File: config.mk
export PLATFORM = sky130hd
export DESIGN_NAME = seg_scan_receiver_flat
export DESIGN_NICKNAME = d
export VERILOG_FILES = /design/src/rtl/seg_scan_receiver_if.sv /design/src/rtl/seg_scan_receiver.sv /design/src/flat_wrapper.sv
export SDC_FILE = /design/constraint.sdc
export NUM_CORES = 1
export LEC_CHECK = 0
export CAP_MARGIN = 30
export CORE_UTILIZATION = 51
export CTS_CLUSTER_SIZE = 28
export DETAILED_ROUTE_END_ITERATION = 7
export PLACE_DENSITY = 0.75
export SLEW_MARGIN = 20
export SYNTH_ARGS = -nofsm -noshare
export SYNTH_HDL_FRONTEND = slang
export SYNTH_SLANG_ARGS = --single-unit
File: constraint.sdc
create_clock -name clk -period 2.2 [get_ports clk]
set_input_delay 0.55 -clock clk [delete_from_list [all_inputs] [get_ports clk]]
set_output_delay 0.55 -clock clk [all_outputs]
set_load 0.01 [all_outputs]
File: src/rtl/seg_scan_receiver_if.sv
// Signal bundle between a multiplexed 7-segment display driver and the
// scan receiver: the raw driver pins plus the decoded frame results.
interface seg_scan_receiver_if;
  logic [3:0] scan;
  logic [6:0] display;
  logic [3:0] dig3;
  logic [3:0] dig2;
  logic [3:0] dig1;
  logic [3:0] dig0;
  logic [3:0] blank;
  logic       frame_valid;
  logic       seg_err;
  logic       scan_err;
  logic       seq_err;
  logic [7:0] err_count;
  logic       link_lost;

  // Display-driver side: drives the pins, observes the decoded results.
  modport master (
    output scan, display,
    input  dig3, dig2, dig1, dig0, blank, frame_valid,
    input  seg_err, scan_err, seq_err, err_count, link_lost
  );

  // Receiver side: samples the pins, produces the decoded results.
  modport slave (
    input  scan, display,
    output dig3, dig2, dig1, dig0, blank, frame_valid,
    output seg_err, scan_err, seq_err, err_count, link_lost
  );
endinterface

File: src/rtl/seg_scan_receiver.sv
// Receiver for a multiplexed 4-digit 7-segment display bus. Synchronizes the
// asynchronous scan/segment pins, captures a digit once its pin state has been
// stable long enough, decodes it, and assembles digits 3..0 into a frame.
//
// Sequence FSM states:
//   state | meaning
//   WAIT3 | idle / resync; waiting for a digit3 capture to start a frame
//   GOT3  | digit3 stored in shadow, expecting digit2
//   GOT2  | digits 3..2 stored, expecting digit1
//   GOT1  | digits 3..1 stored, expecting digit0 to complete the frame
module seg_scan_receiver #(
  parameter int STABLE_CYCLES = 16,
  parameter int TIMEOUT       = 262144
) (
  input  logic               clk,
  input  logic               reset,
  seg_scan_receiver_if.slave bus
);

  localparam int TW = $clog2(TIMEOUT + 1);
  localparam logic [7:0]    STAB_MAX = 8'(STABLE_CYCLES);
  localparam logic [7:0]    STAB_CAP = 8'(STABLE_CYCLES - 1);
  localparam logic [TW-1:0] TMO_MAX  = TW'(TIMEOUT);
  localparam logic [TW-1:0] TMO_LAST = TW'(TIMEOUT - 1);

  typedef enum logic [1:0] {WAIT3, GOT3, GOT2, GOT1} state_t;

  // Result packed as {valid, blank, value}; blank decodes to value 0.
  function automatic logic [5:0] seg_decode(input logic [6:0] seg);
    case (seg)
      7'b1111110: return {2'b10, 4'd0};
      7'b0110000: return {2'b10, 4'd1};
      7'b1101101: return {2'b10, 4'd2};
      7'b1111001: return {2'b10, 4'd3};
      7'b0110011: return {2'b10, 4'd4};
      7'b1011011: return {2'b10, 4'd5};
      7'b1011111: return {2'b10, 4'd6};
      7'b1110000: return {2'b10, 4'd7};
      7'b1111111: return {2'b10, 4'd8};
      7'b1111011: return {2'b10, 4'd9};
      7'b0000000: return {2'b11, 4'd0};
      default:    return 6'b00_0000;
    endcase
  endfunction

  logic [3:0]    scan_s1, scan_s2;
  logic [6:0]    disp_s1, disp_s2;
  logic [10:0]   prev_q;
  logic [10:0]   sample;
  logic [7:0]    stab_cnt;
  logic          capture;
  logic [3:0]    cap_scan;
  logic [6:0]    cap_seg;
  logic          scan_onehot;
  logic [1:0]    cap_digit;
  logic [5:0]    dec;
  logic          dec_ok;
  logic          dec_blank;
  logic [3:0]    dec_val;
  logic          cap_ok;
  logic          scan_bad;
  logic          seg_bad;
  logic [TW-1:0] tmo_cnt;
  logic          tmo_hit;
  state_t        state_q, state_d;
  logic          seq_err_d;
  logic          frame_done;
  logic [3:0]    slot_we;
  logic [3:0]    sh_val [4];
  logic [3:0]    sh_blank;

  assign sample = {scan_s2, disp_s2};

  // Two-flop synchronizer on the pins, plus the run-length stability counter.
  always_ff @(posedge clk) begin
    if (reset) begin
      scan_s1  <= '0;
      scan_s2  <= '0;
      disp_s1  <= '0;
      disp_s2  <= '0;
      prev_q   <= '0;
      stab_cnt <= '0;
    end else begin
      scan_s1 <= bus.scan;
      scan_s2 <= scan_s1;
      disp_s1 <= bus.display;
      disp_s2 <= disp_s1;
      prev_q  <= sample;
      if (sample != prev_q)
        stab_cnt <= '0;
      else if (stab_cnt != STAB_MAX)
        stab_cnt <= stab_cnt + 8'd1;
    end
  end

  // The counter passes STAB_CAP exactly once per stable run, so this fires once.
  assign capture  = (stab_cnt == STAB_CAP);
  assign cap_scan = prev_q[10:7];
  assign cap_seg  = prev_q[6:0];

  // Classify the captured digit select; anything but a single bit is a scan error.
  always_comb begin
    scan_onehot = 1'b1;
    cap_digit   = 2'd0;
    case (cap_scan)
      4'b1000: cap_digit = 2'd3;
      4'b0100: cap_digit = 2'd2;
      4'b0010: cap_digit = 2'd1;
      4'b0001: cap_digit = 2'd0;
      default: scan_onehot = 1'b0;
    endcase
  end

  assign dec       = seg_decode(cap_seg);
  assign dec_ok    = dec[5];
  assign dec_blank = dec[4];
  assign dec_val   = dec[3:0];

  // Scan errors take precedence: a bad select means the segments are not examined.
  assign scan_bad = capture && !scan_onehot;
  assign seg_bad  = capture && scan_onehot && !dec_ok;
  assign cap_ok   = capture && scan_onehot && dec_ok;

  // A valid capture in the same cycle suppresses the timeout.
  assign tmo_hit = !cap_ok && (tmo_cnt == TMO_LAST);

  // Link-activity timer: restarts on every valid capture, parks at TIMEOUT.
  always_ff @(posedge clk) begin
    if (reset)
      tmo_cnt <= '0;
    else if (cap_ok)
      tmo_cnt <= '0;
    else if (tmo_cnt != TMO_MAX)
      tmo_cnt <= tmo_cnt + TW'(1);
  end

  // Sequence FSM state register.
  always_ff @(posedge clk) begin
    if (reset)
      state_q <= WAIT3;
    else
      state_q <= state_d;
  end

  // Sequence FSM next state, shadow-slot loads and sequence errors.
  always_comb begin
    state_d    = state_q;
    seq_err_d  = 1'b0;
    frame_done = 1'b0;
    slot_we    = 4'b0000;
    if (cap_ok) begin
      case (cap_digit)
        2'd3: begin
          slot_we[3] = 1'b1;
          state_d    = GOT3;
        end
        2'd2: begin
          if (state_q == GOT3) begin
            slot_we[2] = 1'b1;
            state_d    = GOT2;
          end else if (state_q != WAIT3) begin
            seq_err_d = 1'b1;
            state_d   = WAIT3;
          end
        end
        2'd1: begin
          if (state_q == GOT2) begin
            slot_we[1] = 1'b1;
            state_d    = GOT1;
          end else if (state_q != WAIT3) begin
            seq_err_d = 1'b1;
            state_d   = WAIT3;
          end
        end
        default: begin
          if (state_q == GOT1) begin
            slot_we[0] = 1'b1;
            frame_done = 1'b1;
            state_d    = WAIT3;
          end else if (state_q != WAIT3) begin
            seq_err_d = 1'b1;
            state_d   = WAIT3;
          end
        end
      endcase
    end else if (seg_bad || tmo_hit) begin
      state_d = WAIT3;
    end
  end

  // Shadow slots collect the frame; digit0 goes straight to the outputs.
  always_ff @(posedge clk) begin
    if (reset) begin
      for (int i = 0; i < 4; i++) sh_val[i] <= '0;
      sh_blank <= '0;
    end else begin
      for (int i = 0; i < 4; i++) begin
        if (slot_we[i]) begin
          sh_val[i]   <= dec_val;
          sh_blank[i] <= dec_blank;
        end
      end
    end
  end

  // Frame outputs update together on completion; link_lost clears with frame_valid.
  always_ff @(posedge clk) begin
    if (reset) begin
      bus.dig3        <= '0;
      bus.dig2        <= '0;
      bus.dig1        <= '0;
      bus.dig0        <= '0;
      bus.blank       <= 4'b1111;
      bus.frame_valid <= 1'b0;
      bus.link_lost   <= 1'b1;
    end else begin
      bus.frame_valid <= frame_done;
      if (frame_done) begin
        bus.dig3      <= sh_val[3];
        bus.dig2      <= sh_val[2];
        bus.dig1      <= sh_val[1];
        bus.dig0      <= dec_val;
        bus.blank     <= {sh_blank[3], sh_blank[2], sh_blank[1], dec_blank};
        bus.link_lost <= 1'b0;
      end else if (tmo_hit) begin
        bus.link_lost <= 1'b1;
      end
    end
  end

  // Error pulses and their saturating tally.
  always_ff @(posedge clk) begin
    if (reset) begin
      bus.seg_err   <= 1'b0;
      bus.scan_err  <= 1'b0;
      bus.seq_err   <= 1'b0;
      bus.err_count <= '0;
    end else begin
      bus.seg_err  <= seg_bad;
      bus.scan_err <= scan_bad;
      bus.seq_err  <= seq_err_d;
      if ((bus.seg_err || bus.scan_err || bus.seq_err) && bus.err_count != 8'hFF)
        bus.err_count <= bus.err_count + 8'd1;
    end
  end

endmodule

File: src/flat_wrapper.sv
// flat-port wrapper written by rule: the top's interface ports become plain ports
module seg_scan_receiver_flat 
#(
  parameter int STABLE_CYCLES = 16,
  parameter int TIMEOUT       = 262144
)
  (clk, reset, bus_scan, bus_display, bus_dig3, bus_dig2, bus_dig1, bus_dig0, bus_blank, bus_frame_valid, bus_seg_err, bus_scan_err, bus_seq_err, bus_err_count, bus_link_lost);
  seg_scan_receiver_if bus_i ();
  input  logic clk;
  input  logic reset;
  input wire logic [$bits(bus_i.scan)-1:0] bus_scan;
  input wire logic [$bits(bus_i.display)-1:0] bus_display;
  output wire logic [$bits(bus_i.dig3)-1:0] bus_dig3;
  output wire logic [$bits(bus_i.dig2)-1:0] bus_dig2;
  output wire logic [$bits(bus_i.dig1)-1:0] bus_dig1;
  output wire logic [$bits(bus_i.dig0)-1:0] bus_dig0;
  output wire logic [$bits(bus_i.blank)-1:0] bus_blank;
  output wire logic [$bits(bus_i.frame_valid)-1:0] bus_frame_valid;
  output wire logic [$bits(bus_i.seg_err)-1:0] bus_seg_err;
  output wire logic [$bits(bus_i.scan_err)-1:0] bus_scan_err;
  output wire logic [$bits(bus_i.seq_err)-1:0] bus_seq_err;
  output wire logic [$bits(bus_i.err_count)-1:0] bus_err_count;
  output wire logic [$bits(bus_i.link_lost)-1:0] bus_link_lost;
  assign bus_i.scan = bus_scan;
  assign bus_i.display = bus_display;
  assign bus_dig3 = bus_i.dig3;
  assign bus_dig2 = bus_i.dig2;
  assign bus_dig1 = bus_i.dig1;
  assign bus_dig0 = bus_i.dig0;
  assign bus_blank = bus_i.blank;
  assign bus_frame_valid = bus_i.frame_valid;
  assign bus_seg_err = bus_i.seg_err;
  assign bus_scan_err = bus_i.scan_err;
  assign bus_seq_err = bus_i.seq_err;
  assign bus_err_count = bus_i.err_count;
  assign bus_link_lost = bus_i.link_lost;
  seg_scan_receiver #(.STABLE_CYCLES(STABLE_CYCLES), .TIMEOUT(TIMEOUT)) u_core (.clk(clk), .reset(reset), .bus(bus_i));
endmodule
==> flow_summary.json <==
{
  "outcome": "complete, but fails checks",
  "violations": "DRC",
  "antenna_found_initial": 0,
  "syn-num-nets": 505,
  "cts.htree.levels": 3,
  "cts-buffers-inserted": 9,
  "synth-warning-count": 0,
  "final_net_count": 578,
  "synth_area_in_compound_gates": 0.0616,
  "muxShareOfSynthArea": 0.0427,
  "worst-slew-pin-transition_ns": 0.765,
  "clk-insertion-delay-late_ns": 0.37,
  "layout-area-overhead-vs-synth_pct": 21.5,
  "grt.met2_usage": 0.322,
  "final.hold.worst_slack_ns": 0.440,
  "setup_clock_skew_after_layout_ns": 0.0133,
  "p_switching_uw": 794,
  "cp.required_ns": 2.43,
  "synth_area_leaders": "dfxtp_1 42%, edfxtp_1 7.7%, xor2_1 6.0%",
  "wirelength_um": 8830,
  "placementRows": 34,
  "fmaxAchievable_ghz": 0.463,
  "power.share.combinational": 0.059,
  "syn-mean-instance-area_um2": 9.76,
  "insertedDiodeCount": 0,
  "die_y_extent_um": 97.9,
  "dieArea_mm2": 0.00959,
  "dr.first_iter.drc_count": 131,
  "synthSimpleGateAreaFrac": 0.253,
  "syn_area_mm2": 0.00469,
  "route.detailed.vias_per_inst": 5.29,
  "post_synth_edffs": 12,
  "fin_ws_ns": 0.0397,
  "tritoncts": "yes",
  "detail_route.first_pass.iterations": 6,
  "fin_crit_ns": 2.16,
  "worstSetupEndpointType": "flop",
  "filler_cell_count": 726,
  "holdPathStages": 1,
  "die_width_um": 97.9,
  "unrepaired_setup_endpoints_after_global_routing": "true",
  "synth.distinct_cells": 55,
  "static-leakage-power_nw": 2.13,
  "asyncSetResetFlopFracSynth": 0,
  "power-per-cell-area_mw_per_mm2": 604,
  "vias": 3526,
  "ir_drop_worst_vdd_v": 0.000401,
  "globalRoute.busiestLayer": "met2",
  "crit_path_start_kind": "flop",
  "combinational_family_with_the_most_area_after_synthesis": "simple AND/OR/NAND/NOR gates",
  "final_antenna_net_count": 0,
  "finalCritPeriodShare": 0.982,
  "crit_fanout": 13,
  "root_buffer": "clkbuf_8",
  "total_negative_setup_slack_ns": 0,
  "cts.sinks": 110,
  "cts-hold-fix-buffers": 0,
  "yosysSeqAreaShare": 0.495,
  "timing_hold_violations_final": 0,
  "cellInternalPower_mw": 2.65,
  "finalMaxSlewViolations": 0,
  "core_area_mm2": 0.00881,
  "wire_per_inst_um": 13.2,
  "sw_frac_of_total": 0.231,
  "ys_top_cells_by_count": "98 x dfxtp_1, 61 x nor2_1, 37 x nor2b_1",
  "clk_path_buf_depth": 2,
  "layout-drive-gt1-share": 0.136,
  "grt_use_met3": 0.0365,
  "synth_top_cell_by_area": "dfxtp_1",
  "max_cap_viol_count": 0,
  "grt_pass1_vias": 3247,
  "synth_top_area_frac": 0.418,
  "postSynth.topFlopCell": "dfxtp_1",
  "io-pin-count": 46,
  "worst_slew_margin_rel": 0.485,
  "r2r.worst_path.cells": 7,
  "post_synth_fa_ha_maj_area_fraction": 0.0293,
  "cp_data_arrival_time_ns": 2.39,
  "grt-ovfl-total": 0,
  "port_buffers": 45,
  "grt_pass1_wl_um": 14700,
  "post-synth-top-count-cell": "dfxtp_1",
  "share_clk_of_total_power": 0.337,
  "finish.cell_count_without_fillers": 667,
  "detail_route.drc_violations": 5,
  "setup_viol": 0,
  "synth_xor_xnor_area_share": 0.0802,
  "syn_inst": 481,
  "finalWeightedCongestion": 0.826,
  "gr-usage-all-layers": 0.188,
  "dpl.cell_count": 647,
  "dp_hpwl_um": 6370,
  "preCtsSetupSlack_ns": -0.0275,
  "clk_pin_slew_ns": 0.10,
  "synth.ff_latch_count": 110,
  "start_util": 0.533,
  "globalRouteMet1Util": 0.239,
  "type_of_the_worst_min_delay_path": "flop to flop",
  "grt_start_max_net_pins": 50,
  "worst-setup-path-type": "flop to flop",
  "seq_power_share": 0.604
}
worst max-delay path: stages (launching register included):
cell,delay [ns]
dfxtp_1,0.35
or4_4,0.54
nor4_4,0.18
a221oi_2,0.11
a211oi_4,0.36
buf_12,0.21
mux2i_1,0.22
nor2_1,0.06
area by class of cell:
cell class	instances	area (um^2)	area share
clock buffers	11	153	0.0268
clock inverters	5	38.8	0.00680
inverters	13	48.8	0.00856
multi-input cells	338	2270	0.398
flip-flops and latches	110	2320	0.407
well taps	108	135	0.0237
repair buffers	82	737	0.129
cell usage in the layout, fill, tap and decap left out, types with 9 or more instances in the layout:
| cell | instances |
|---|---|
| edfxtp_1 | 12 |
| a21oi_1 | 13 |
| xnor2_1 | 11 |
| nor3_2 | 10 |
| nor2b_1 | 37 |
| nand3_1 | 17 |
| buf_4 | 34 |
| inv_1 | 13 |
| nand2_1 | 28 |
| and3_1 | 10 |
| dfxtp_1 | 98 |
| clkbuf_8 | 9 |
| mux2i_1 | 20 |
| clkdlybuf4s50_1 | 44 |
| xor2_1 | 32 |
| ha_1 | 11 |
| nor2_1 | 61 |
power groups by stage:
stage	combinational (mW)	sequential (mW)	clock, mW
floorplan	0.126	2.12	0
global placement	0.198	2.12	0
detailed placement	0.201	2.13	0
CTS	0.202	2.08	1.19
global route	0.224	2.09	1.28
finish	0.204	2.08	1.16
flip-flops by register name, summed over array words and instances, names as in the netlist, 7 cells and up:
name	cells
u_core.disp_s1	7
u_core.prev_q	11
u_core.sh_val	12
u_core.bus.err_count	8
u_core.stab_cnt	8
u_core.tmo_cnt	19
u_core.disp_s2	7
path summary, 6_finish.rpt:
| check | from | endpoint | slack [ns] |
|---|---|---|---|
| min reg2reg | u_core.scan_s1[0] | u_core.scan_s2[0] | 0.44 |
| max | u_core.prev_q[0] | bus_dig3[1] | 0.04 |
| max reg2reg | u_core.prev_q[0] | bus_dig3[1] | 0.04 |
| min | u_core.scan_s1[0] | u_core.scan_s2[0] | 0.44 |
per-layer routing:
metal,up-vias,wire length [um]
met5,-,0
li1,1806,-
met2,71,4320
met4,0,82
met1,1641,4120
met3,8,309
per-stage QoR:
step	area [um^2]	total power [mW]	utilization
finish	5700	3.44	0.647
global route	5700	3.59	0.647
CTS	5650	3.47	0.641
detailed placement	5450	2.33	0.619
global placement	5450	2.32	0.619
floorplan	4730	2.25	-
logic make-up after synthesis:
logic type               after synthesis
buffers and inverters                 34
flip-flops                           110
multiplexers                          20
adder cells (fa/ha/maj)               11
AO/OA/AOI/OAI                         42
AND/OR/NAND/NOR                      221
XOR/XNOR                              43
what timing repair did:
action / in CTS / in global routing
gates resized for setup: 0 / 9
setup buffers: 0 / 2
endpoints found under the setup margin: 12 / 48
pin swaps: 0 / 1
cloned: 0 / 2
(Power assumes the default switching activity.)
